## src/rtl/sum_window_accumulator.sv

```systemverilog
// Accumulates a window of 2^WIN_LOG2 unsigned samples into a saturating total and
// holds total, average and saturation flag until the consumer takes them.
module sum_window_accumulator #(
   parameter int DATA_W   = 8,
   parameter int ACC_W    = 16,
   parameter int WIN_LOG2 = 3
) (
   input  logic                clk,
   input  logic                rst,
   input  logic                clear,
   input  logic [DATA_W-1:0]   in_data,
   input  logic                in_valid,
   output logic                in_ready,
   output logic [ACC_W-1:0]    out_acc,
   output logic [DATA_W-1:0]   out_avg,
   output logic                out_sat,
   output logic [WIN_LOG2:0]   out_count,
   output logic                out_valid,
   input  logic                out_ready
);

   typedef enum logic [1:0] {
      ST_IDLE  = 2'd0,
      ST_ACCUM = 2'd1,
      ST_HOLD  = 2'd2
   } state_t;

   localparam logic [WIN_LOG2:0] LAST_IDX = (WIN_LOG2 + 1)'((1 << WIN_LOG2) - 1);
   localparam logic [WIN_LOG2:0] CNT_ONE  = (WIN_LOG2 + 1)'(1);

   state_t              state_r;
   logic [ACC_W-1:0]    acc_r;
   logic [WIN_LOG2:0]   count_r;
   logic                sat_r;
   logic                in_ready_r;
   logic                out_valid_r;

   logic [ACC_W:0]      sum_s;
   logic                ovf_s;
   logic [ACC_W-1:0]    acc_next_s;
   logic [DATA_W-1:0]   avg_s;
   logic                in_xfer_s;

   // Saturating add of the incoming sample and window average.
   always_comb begin
      sum_s     = {1'b0, acc_r} + {{(ACC_W + 1 - DATA_W){1'b0}}, in_data};
      ovf_s     = sum_s[ACC_W];
      in_xfer_s = in_valid && in_ready_r;
      if (ovf_s) begin
         acc_next_s = {ACC_W{1'b1}};
      end else begin
         acc_next_s = sum_s[ACC_W-1:0];
      end
      // Zero-extend first so bits above the accumulator read as 0 after the shift.
      if (sat_r) begin
         avg_s = {DATA_W{1'b1}};
      end else begin
         avg_s = DATA_W'({{(DATA_W + WIN_LOG2){1'b0}}, acc_r} >> WIN_LOG2);
      end
   end

   // Window state machine with registered handshake flags.
   always_ff @(posedge clk) begin
      if (rst || clear) begin
         state_r     <= ST_IDLE;
         acc_r       <= {ACC_W{1'b0}};
         count_r     <= {(WIN_LOG2 + 1){1'b0}};
         sat_r       <= 1'b0;
         in_ready_r  <= 1'b1;
         out_valid_r <= 1'b0;
      end else begin
         case (state_r)
            ST_IDLE, ST_ACCUM: begin
               if (in_xfer_s) begin
                  acc_r   <= acc_next_s;
                  sat_r   <= sat_r | ovf_s;
                  count_r <= count_r + CNT_ONE;
                  if (count_r == LAST_IDX) begin
                     state_r     <= ST_HOLD;
                     in_ready_r  <= 1'b0;
                     out_valid_r <= 1'b1;
                  end else begin
                     state_r <= ST_ACCUM;
                  end
               end
            end
            ST_HOLD: begin
               if (out_ready) begin
                  state_r     <= ST_IDLE;
                  acc_r       <= {ACC_W{1'b0}};
                  count_r     <= {(WIN_LOG2 + 1){1'b0}};
                  sat_r       <= 1'b0;
                  in_ready_r  <= 1'b1;
                  out_valid_r <= 1'b0;
               end
            end
            default: begin
               state_r     <= ST_IDLE;
               acc_r       <= {ACC_W{1'b0}};
               count_r     <= {(WIN_LOG2 + 1){1'b0}};
               sat_r       <= 1'b0;
               in_ready_r  <= 1'b1;
               out_valid_r <= 1'b0;
            end
         endcase
      end
   end

   assign in_ready  = in_ready_r;
   assign out_valid = out_valid_r;
   assign out_acc   = acc_r;
   assign out_sat   = sat_r;
   assign out_count = count_r;
   assign out_avg   = avg_s;

endmodule

```

## config.mk

```make
export PLATFORM = sky130hd
export DESIGN_NAME = sum_window_accumulator
export DESIGN_NICKNAME = d
export VERILOG_FILES = /design/src/rtl/sum_window_accumulator.sv
export SDC_FILE = /design/constraint.sdc
export NUM_CORES = 1
export LEC_CHECK = 0
export ABC_AREA = 1
export CORE_ASPECT_RATIO = 0.7
export CORE_MARGIN = 2
export CORE_UTILIZATION = 45
export CTS_CLUSTER_DIAMETER = 120
export DETAILED_ROUTE_END_ITERATION = 10
export PLACE_DENSITY_LB_ADDON = 0.05
export SLEW_MARGIN = 10
export SYNTH_ARGS = -nofsm -noshare
export SYNTH_HDL_FRONTEND = slang
export SYNTH_SLANG_ARGS = --single-unit
```

## constraint.sdc

```tcl
create_clock -name clk -period 2.1 [get_ports clk]
set_input_delay 0.42 -clock clk [delete_from_list [all_inputs] [get_ports clk]]
set_output_delay 0.42 -clock clk [all_outputs]
set_load 0.02 [all_outputs]
```

==> impl_metrics.yaml, run 1 <==
detailed_routing:
  dr_wl_met3_um: 247
  wl_met1_um: 2300
  wl_um: 4670
  met2WireLength_um: 2110
  wl_per_cell_um: 12.3
  drtAntennaViolNets: 0
  vias_per_cell: 4.91
  drt_iter0_drc: 60
  routed.top_layer: "met4"
  drc: 0
  vias: 1860
  firstDrtPassIters: 4
timing:
  finalCriticalPeriod_ns: 1.99
  setup_viol: 0
  setup_ws_ns: 0.114
  fin_crit_sh_pct: 94.6
  hold_viol: 0
  skew_ns: 0.00507
  slew_viol_final: 0
  worstMarginPinSlew_ns: 0.440
  max_freq_mhz: 504
  timing.hold.ws_ns: 0.466
  relSlewSlack_pct: 70.6
worst_setup_path:
  crit_path_end_kind: "output pin"
  crit_type: "reg2out"
  cp-start-kind: "flop"
  r2r_slack_ns: 0.18
  crit_slowest_cell: "clkdlybuf4s50_1"
  crit_arrival_ns: 1.57
  path_cells: "or2_2 > clkdlybuf4s50_1"
  worstReg2RegStart: "out_acc[0]"
  worstSetupPathDepth: 2
  crit_buf_inv: 1
  worstRegToRegCells: 10
  path_delay_family: "buffers and inverters"
  rr_endpoint: "out_acc[14]"
  worstSetupStartpoint: "out_sat"
  worstPathRequired_ns: 1.68
  slowest_delay_ns: 0.61
  crit_end: "out_avg[6]"
  crit_fanout: 9
place:
  io_buffers: 43
  hpwlAfterDp_um: 3450
  place.gp.congestion: 0.846
  place_area_um2: 2340
  dp_slack_ns: -0.408
layout:
  final_util_pct: 71.0
  final_nets: 353
  area_delta_synth_final_pct: 49.9
  fillers: 346
  regArea_um2: 500
  multi_input_area_um2: 1140
  final_cell_mix: "nand2_1 (84), clkdlybuf4s50_1 (40), buf_4 (30)"
  drive_gt1_share_pct: 21.6
  stdcell_area_um2: 2530
  final_common_cell: "nand2_1"
  diodes: 0
global_route:
  grt_pass1_wl_um: 7680
  grt.overflow.total: 0
  grt_pass1_vias: 1699
  grt.total_usage_pct: 22.4
  grt_max_degree: 19
  antenna_found_initial: 0
power_and_ir_drop:
  power_w: 0.00104
  p_per_area_nw_per_um2: 411
  ir_drop_uv: 325
  p_leak_nw: 1.15
floorplan:
  initial_core_util_pct: 47.4
  dieArea_um2: 4260
  die_w_um: 77.2
  fp.dieH_um: 55.2
  num_rows: 18
  ioPinCount: 44
  core_area_um2: 3560
cts:
  cts_hold_buf: 0
  clk_latency_ns: 0.27
  path_clk_slew_ns: 0.09
  ctsLongestPathBuffers: 2
  cts_buffers: 3
  htree_levels: 1
  cts_root_buf: "clkbuf_8"
  tritoncts: "built"
  numClockSinks: 25
synth:
  yosysSeqAreaShare_pct: 29.7
  synth.avg_cell_area_um2: 6.61
  synth_area_leader_cell: "dfxtp_1"
  ys_types: 30
  postSynthCellCount: 255
  synth-seq-cells: 25
  ys_top_cells_by_area: "dfxtp_1 (30%), nand2_1 (20%), a21oi_1 (7.1%)"
  synth_area_um2: 1690
  yosys_warnings: 0
  synth_top_cell_area_share_pct: 29.7
  syn_nets: 278
run:
  maxCapViolations: 0
run_status:
  run_status: "completed"
hold_path:
  hold_class: "reg2reg"
==> timing repair <==
item                                    CTS  global route
endpoints found under the setup margin   15            16
endpoints found under the hold margin     0             0
gates resized for setup                   7            15
pin swaps                                 0             7
setup buffers                             1             4
gates cloned                              0             0
==> final cells by class <==
class	instances	area share, %
repair buffers	73	26.2
inverters	30	4.65
clock buffers	4	1.78
flip-flops and latches	25	19.8
well taps	50	2.48
multi-input cells	197	45.0
==> metrics by stage <==
step	setup TNS (ns)	cells
after floorplan	0	255
after global placement	-5.35	370
after detailed placement	-6.11	370
final	0	379
after CTS	0	375
after global routing	-0.0295	379
==> Yosys cell counts <==
cell type  count
nand2_1       88
inv_1         28
dfxtp_1       25
a21oi_1       24
nand3_1       13
nor2_1        13
o21ai_0       13
ha_1           9
or2_2          9
nand4_1        4
xor2_1         4
a21oi_2        3
o21ai_2        3
nand3b_1       2
nor3_1         2
a31oi_1        1
and2_1         1
buf_6          1
buf_8          1
clkbuf_1       1
clkinv_1       1
fa_1           1
inv_6          1
nand2_4        1
nor2_2         1
nor2_4         1
o211a_1        1
o21bai_2       1
or3_4          1
xnor2_1        1
==> cells by family (layout without fill, tap and decap cells) <==
logic type | Yosys count | in the layout | synth area share, %
simple gates | 136 | 136 | 35.4
compound gates | 46 | 46 | 15.7
buf+inv | 33 | 107 | 8.75
flops | 25 | 25 | 29.7
fa+ha+maj | 10 | 10 | 7.86
xor+xnor | 5 | 5 | 2.60
==> state kept, by name, summed over array words and instances, names as in the netlist <==
name	count
out_valid	1
out_sat	1
out_count	4
out_acc	16
state_r	2
in_ready	1
==> how the worst min path moves through the flow <==
stage	depth (start not counted)	end	slack [ns]	from
after floorplan	1	state_r[0]	0.47	state_r[0]
after global placement	2	out_valid	0.45	out_valid
after detailed placement	2	out_valid	0.46	out_valid
after CTS	2	out_valid	0.47	out_valid
after global routing	2	in_ready	0.51	in_ready
final	2	out_valid	0.47	out_valid
==> power by group <==
part,switching (W),internal [W],leakage (nW),total (W)
Clock,0.000160,0.000136,0.0228,0.000296
Combinational,0.000120,0.000129,0.922,0.000250
Sequential,0.0000110,0.000483,0.202,0.000494
Total,0.000291,0.000748,1.15,0.00104
==> per-layer routing <==
layer | vias up | global-route usage [%]
met5 | - | 0
met4 | 0 | 3.83
met3 | 2 | 4.74
met2 | 45 | 36.5
met1 | 845 | 31.1
li1 | 968 | -
==> worst register-to-register path: stages (launching register included) <==
cell,delay [ns]
dfxtp_1,0.34
ha_2,0.20
fa_2,0.41
nand2_2,0.08
nand2_2,0.07
nand4_1,0.12
nand2_2,0.09
nand3b_1,0.26
nand3_1,0.12
nand2_1,0.09
a21oi_2,0.05
Power figures use the tool's default switching activity.
==> run 2, diff against run 1 <==
Settings changed: ABC_AREA 1 to 0, TNS_END_PERCENT from default to 5.
==> impl_metrics.yaml, run 2 <==
synth:
  synth_area_leader_cell: "dfxtp_1"
  synth_top_cell_area_share_pct: 32.3
  postSynthCellCount: 188
  synth.avg_cell_area_um2: 8.24
  ys_top_cells_by_area: "dfxtp_1 (32%), ha_1 (7.3%), a21oi_1 (5.5%)"
  synth_enable_flop_cells: 0
  async_reset_ff_share_pct: 0
  ys_top_cells_by_count: "dfxtp_1 (25), nand2_1 (19), a21oi_1 (17)"
  yosys_warnings: 0
  yosysSeqAreaShare_pct: 32.3
  ys_types: 45
  yosys_most_used_dff: "dfxtp_1"
  synth-seq-cells: 25
  synth_area_um2: 1550
  yosysMostFrequentCell: "dfxtp_1"
  syn_nets: 211
cts:
  cts_root_buf: "clkbuf_8"
  clk_latency_ns: 0.27
  ctsLongestPathBuffers: 2
  tritoncts: "built"
  path_clk_slew_ns: 0.09
  numClockSinks: 25
  htree_levels: 1
  cts_buffers: 3
  cts_hold_buf: 0
place:
  io_buffers: 43
  dpl.cell_count: 308
  place.gp.congestion: 0.857
  dp_slack_ns: -0.495
  hpwlAfterDp_um: 3550
  place_area_um2: 2280
timing:
  max_freq_mhz: 486
  skew_ns: 0.00413
  slew_viol_final: 0
  relSlewSlack_pct: 69.5
  finalCriticalPeriod_ns: 2.06
  finalSetupTns_ns: 0
  fin_crit_sh_pct: 98.0
  timing.hold.ws_ns: 0.454
  worstMarginPinSlew_ns: 0.458
  setup_ws_ns: 0.0420
  hold_viol: 0
  setup_viol: 0
detailed_routing:
  vias_per_cell: 5.66
  drt_iter0_drc: 193
  drtAntennaViolNets: 0
  wl_um: 4920
  firstDrtPassIters: 4
  drc: 0
  wl_per_cell_um: 15.7
  vias: 1773
worst_setup_path:
  worstPathRequired_ns: 2.29
  crit_type: "in2reg"
  worstRegToRegCells: 7
  worstSetupStartpoint: "in_data[5]"
  cp-start-kind: "primary input"
  r2r_slack_ns: 0.09
  crit_fanout: 4
  crit_arrival_ns: 2.25
  crit_path_end_kind: "flop"
  worstReg2RegStart: "out_acc[0]"
  rr_endpoint: "out_acc[2]"
power_and_ir_drop:
  p_int_w: 0.000757
  p_per_area_nw_per_um2: 419
  sw_frac_of_total_pct: 28.0
  p_leak_nw: 1.02
  power_frac_clock_pct: 27.2
  ir_drop_uv: 416
  p_switching_w: 0.000294
  p_comb_share_pct: 25.6
  seq_power_share_pct: 47.1
layout:
  stdcell_area_um2: 2510
  final_common_cell: "clkdlybuf4s50_1"
  fillers: 217
  final_cell_mix: "clkdlybuf4s50_1 (41), buf_4 (32), dfxtp_1 (25)"
  diodes: 0
  area_delta_synth_final_pct: 62.0
  stdcell_count: 313
  final_nets: 290
  drive_gt1_share_pct: 28.6
  largest_register_ffs: 16
floorplan:
  dieArea_um2: 3930
  core_area_um2: 3210
  ioPinCount: 44
  die_w_um: 74.1
  num_rows: 17
  initial_core_util_pct: 48.2
  fp.dieH_um: 53.1
hold_path:
  hold_class: "reg2reg"
  min_delay_worst_endpoint: "out_valid"
  holdPathStages: 2
  min_from: "out_valid"
global_route:
  grt_max_degree: 15
  grt_pass1_vias: 1592
  grt_pass1_wl_um: 7570
  grt.total_usage_pct: 25.5
  grt.overflow.total: 0
  antenna_found_initial: 0
run_status:
  run_status: "completed"
run:
  maxCapViolations: 0
run 2: cell types whose count changed after synthesis, sizes merged, moves of 3 or more:
| cell | previous run | this run |
|---|---|---|
| inv | 29 | 4 |
| nand3 | 13 | 4 |
| or3 | 1 | 4 |
| a21o | 0 | 6 |
| a211oi | 0 | 4 |
| o22ai | 0 | 5 |
| a21oi | 27 | 17 |
| nand2 | 89 | 19 |
| xnor2 | 1 | 4 |
| o211ai | 0 | 5 |
| o21a | 0 | 5 |
run 2: cells by family (layout without fill, tap and decap cells):
| kind of cell | Yosys count | after routing | synth area share [%] |
|---|---|---|---|
| buf+inv | 7 | 85 | 1.78 |
| compound gates | 69 | 69 | 29.1 |
| mux | 2 | 2 | 1.29 |
| fa+ha+maj | 10 | 10 | 8.56 |
| simple gates | 67 | 67 | 22.5 |
| flops | 25 | 25 | 32.3 |
| xor+xnor | 8 | 8 | 4.52 |
run 2: per-stage QoR:
stage                     total power (W)  utilization (%)
after floorplan                  0.000618                -
after global placement           0.000731             71.0
after detailed placement         0.000736             71.0
after CTS                         0.00102             73.6
after global routing              0.00110             78.1
final                             0.00105             78.1
run 2: cell type report:
class	count	area [um^2]	share of cell area, %
clock buffers	3	41.3	1.65
clock inverters	1	5.00	0.200
flip-flops and latches	25	500	20.0
inverters	4	15.0	0.599
well taps	47	58.8	2.34
multi-input cells	156	1190	47.5
repair buffers	77	696	27.7
run 2: worst max path at each step:
| stage | end | cells after the start | slack, ns |
|---|---|---|---|
| 2_1_floorplan | out_acc[8] | 7 | 0.03 |
| 3_3_place_gp | out_acc[14] | 9 | -0.46 |
| 3_5_place_dp | out_acc[0] | 8 | -0.50 |
| 4_1_cts | out_acc[14] | 8 | 0.01 |
| 5_1_grt | out_acc[9] | 8 | -0.05 |
| 6_report | out_acc[14] | 8 | 0.04 |
run 2: what timing repair did:
action | CTS | global route
resized for setup | 11 | 24
endpoints found under the setup margin | 17 | 11
buffers inserted | 0 | 1
pin swaps | 7 | 11
run 2: per-layer routing:
layer / part of all wire [%] / up-vias / global-route usage [%]
li1: - / 854 / -
met1: 45 / 831 / 34.8
met2: 47 / 79 / 40.2
met3: 6.5 / 9 / 5.33
met4: 1.4 / 0 / 8.18
met5: 0 / - / 0
run 2: critical path, cell delays in order:
cell,delay (ns)
clkdlybuf4s50_1,0.45
ha_4,0.32
o211ai_1,0.13
buf_4,0.16
o21a_4,0.22
a21boi_4,0.19
a41oi_2,0.14
a211oi_2,0.22
run 2: power groups by stage:
stage               registers [W]  logic (W)  clock network, W
global route             0.000497   0.000289          0.000310
detailed placement       0.000504   0.000232                 0
floorplan                0.000512   0.000106                 0
global placement         0.000504   0.000228                 0
CTS                      0.000493   0.000238          0.000293
finish                   0.000495   0.000269          0.000286
==> RTL change (flow settings as in run 1) <==
`ACC_W`: 16 -> 14.
--- a/src/rtl/sum_window_accumulator.sv
+++ b/src/rtl/sum_window_accumulator.sv
@@ -4,3 +4,3 @@
    parameter int DATA_W   = 8,
-   parameter int ACC_W    = 16,
+   parameter int ACC_W    = 14,
    parameter int WIN_LOG2 = 3
Interface: changed (resized out_acc); port bits go from 44 to 42. The function was not compared with the original's and may differ.
==> RTL change against run 1 <==
Combinational power fell by 8%. Worst setup slack got worse by 6.9 ps. Design area fell by 10%. Routed wire length fell by 8.1%. Final cell count fell by 2.6%. Sequential cell count fell by 2. Area after synthesis fell by 3.8%. Power fell by 6.6%. Critical path type is now primary input to flip-flop. Largest power group unchanged.
==> RTL change: results (changes against run 1) <==
Comb power=0.231 mW (-8%); Post-CTS Setup Inserts=0 (-1); VDD IR max=0.000363 V (+12%); final WL=4300 um (-8.1%); global-route wire length before repair=6800 um (-11%); Seq/Total Area, Yosys=28.4% (-1.3 points); status=completed; DRT iter0 DRCs=103 (+72%); Synth cell types=25 (-17%); Post-Syn Nets=282 (+1.4%); Crit Path Max Fanout=8 (-1); Layout Nets=343 (-2.8%); flop2flop setup slack=340 ps (+160 ps); number of global-route vias before repair=1,465 (-14%); Cell Int Power=0.693 mW (-7.4%); Clock Skew=1.47 ps (-3.61 ps); Routed met2 length=1730 um (-18%); Global Route Usage Sum=22.2% (-0.24 points); RR Endpoint=out_acc[11]; synth top area cells=dfxtp_1, nand2_1, inv_1; Port Buffers=41 (-4.7%); clk pwr=0.285 mW (-4%); gpl congestion=0.906 (+7.1%); Crit path largest cell delay=400 ps (-210 ps); Post-synth top cells=nand2_1, inv_1, nand3_1; Arr. time, crit path=2160 ps (+590 ps); Worst-Margin Slew=763 ps (+322 ps); placed cell areas=0.00221 sq mm (-5.5%); NetSw=0.278 mW (-4.6%); met3 wire length=264 um (+6.9%)
==> RTL change: cell types whose count changed in the layout (fill, tap and decap cells not counted), sizes merged, moves of 6 or more <==
cell	before	now
nand2	89	98
inv	29	35
o21ai	16	6
a21oi	27	20
buf	30	19
nand3	13	25
==> RTL change: how the worst max path moves through the flow <==
stage	startpoint	end	slack, ps	cells past startpoint
after floorplan	in_data[0]	out_acc[5]	200	9
after global routing	in_data[0]	out_acc[2]	20	10
after global placement	in_data[0]	out_acc[2]	-200	10
after CTS	in_data[0]	out_acc[2]	40	10
after detailed placement	in_data[0]	out_acc[2]	-240	10
final	in_data[0]	out_acc[11]	110	10
==> RTL change: through the flow <==
step                std cells  setup WS (ps)
finish                    369            107
global route              369           20.7
CTS                       369           40.8
detailed placement        365           -243
global placement          365           -200
floorplan                 259            200
==> RTL change: metal layers <==
layer / global-route usage [%] / vias up
met5: 0 / -
met1: 33.6 / 789
li1: - / 939
met3: 4.79 / 2
met4: 3.80 / 0
met2: 32.5 / 57
==> RTL change: cell type report <==
class,count,area (sq um)
clock inverters,1,5.00
inverters,35,131
repair buffers,60,566
multi-input cells,197,1000
well taps,50,62.6
flip-flops and latches,23,462
clock buffers,3,41.3
fillers,356,1220
==> RTL change: cells by family after synthesis <==
kind of cell | after synthesis | share of synthesized area, %
compound gates | 28 | 9.56
xor+xnor | 6 | 3.24
fa+ha+maj | 10 | 8.17
buf+inv | 39 | 10.7
flops | 23 | 28.4
simple gates | 153 | 39.9
==> RTL change: what timing repair did <==
action / in CTS / in global routing
resized for setup: 0 / 5
endpoints found under the setup margin: 0 / 17
hold buffers: 0 / 0
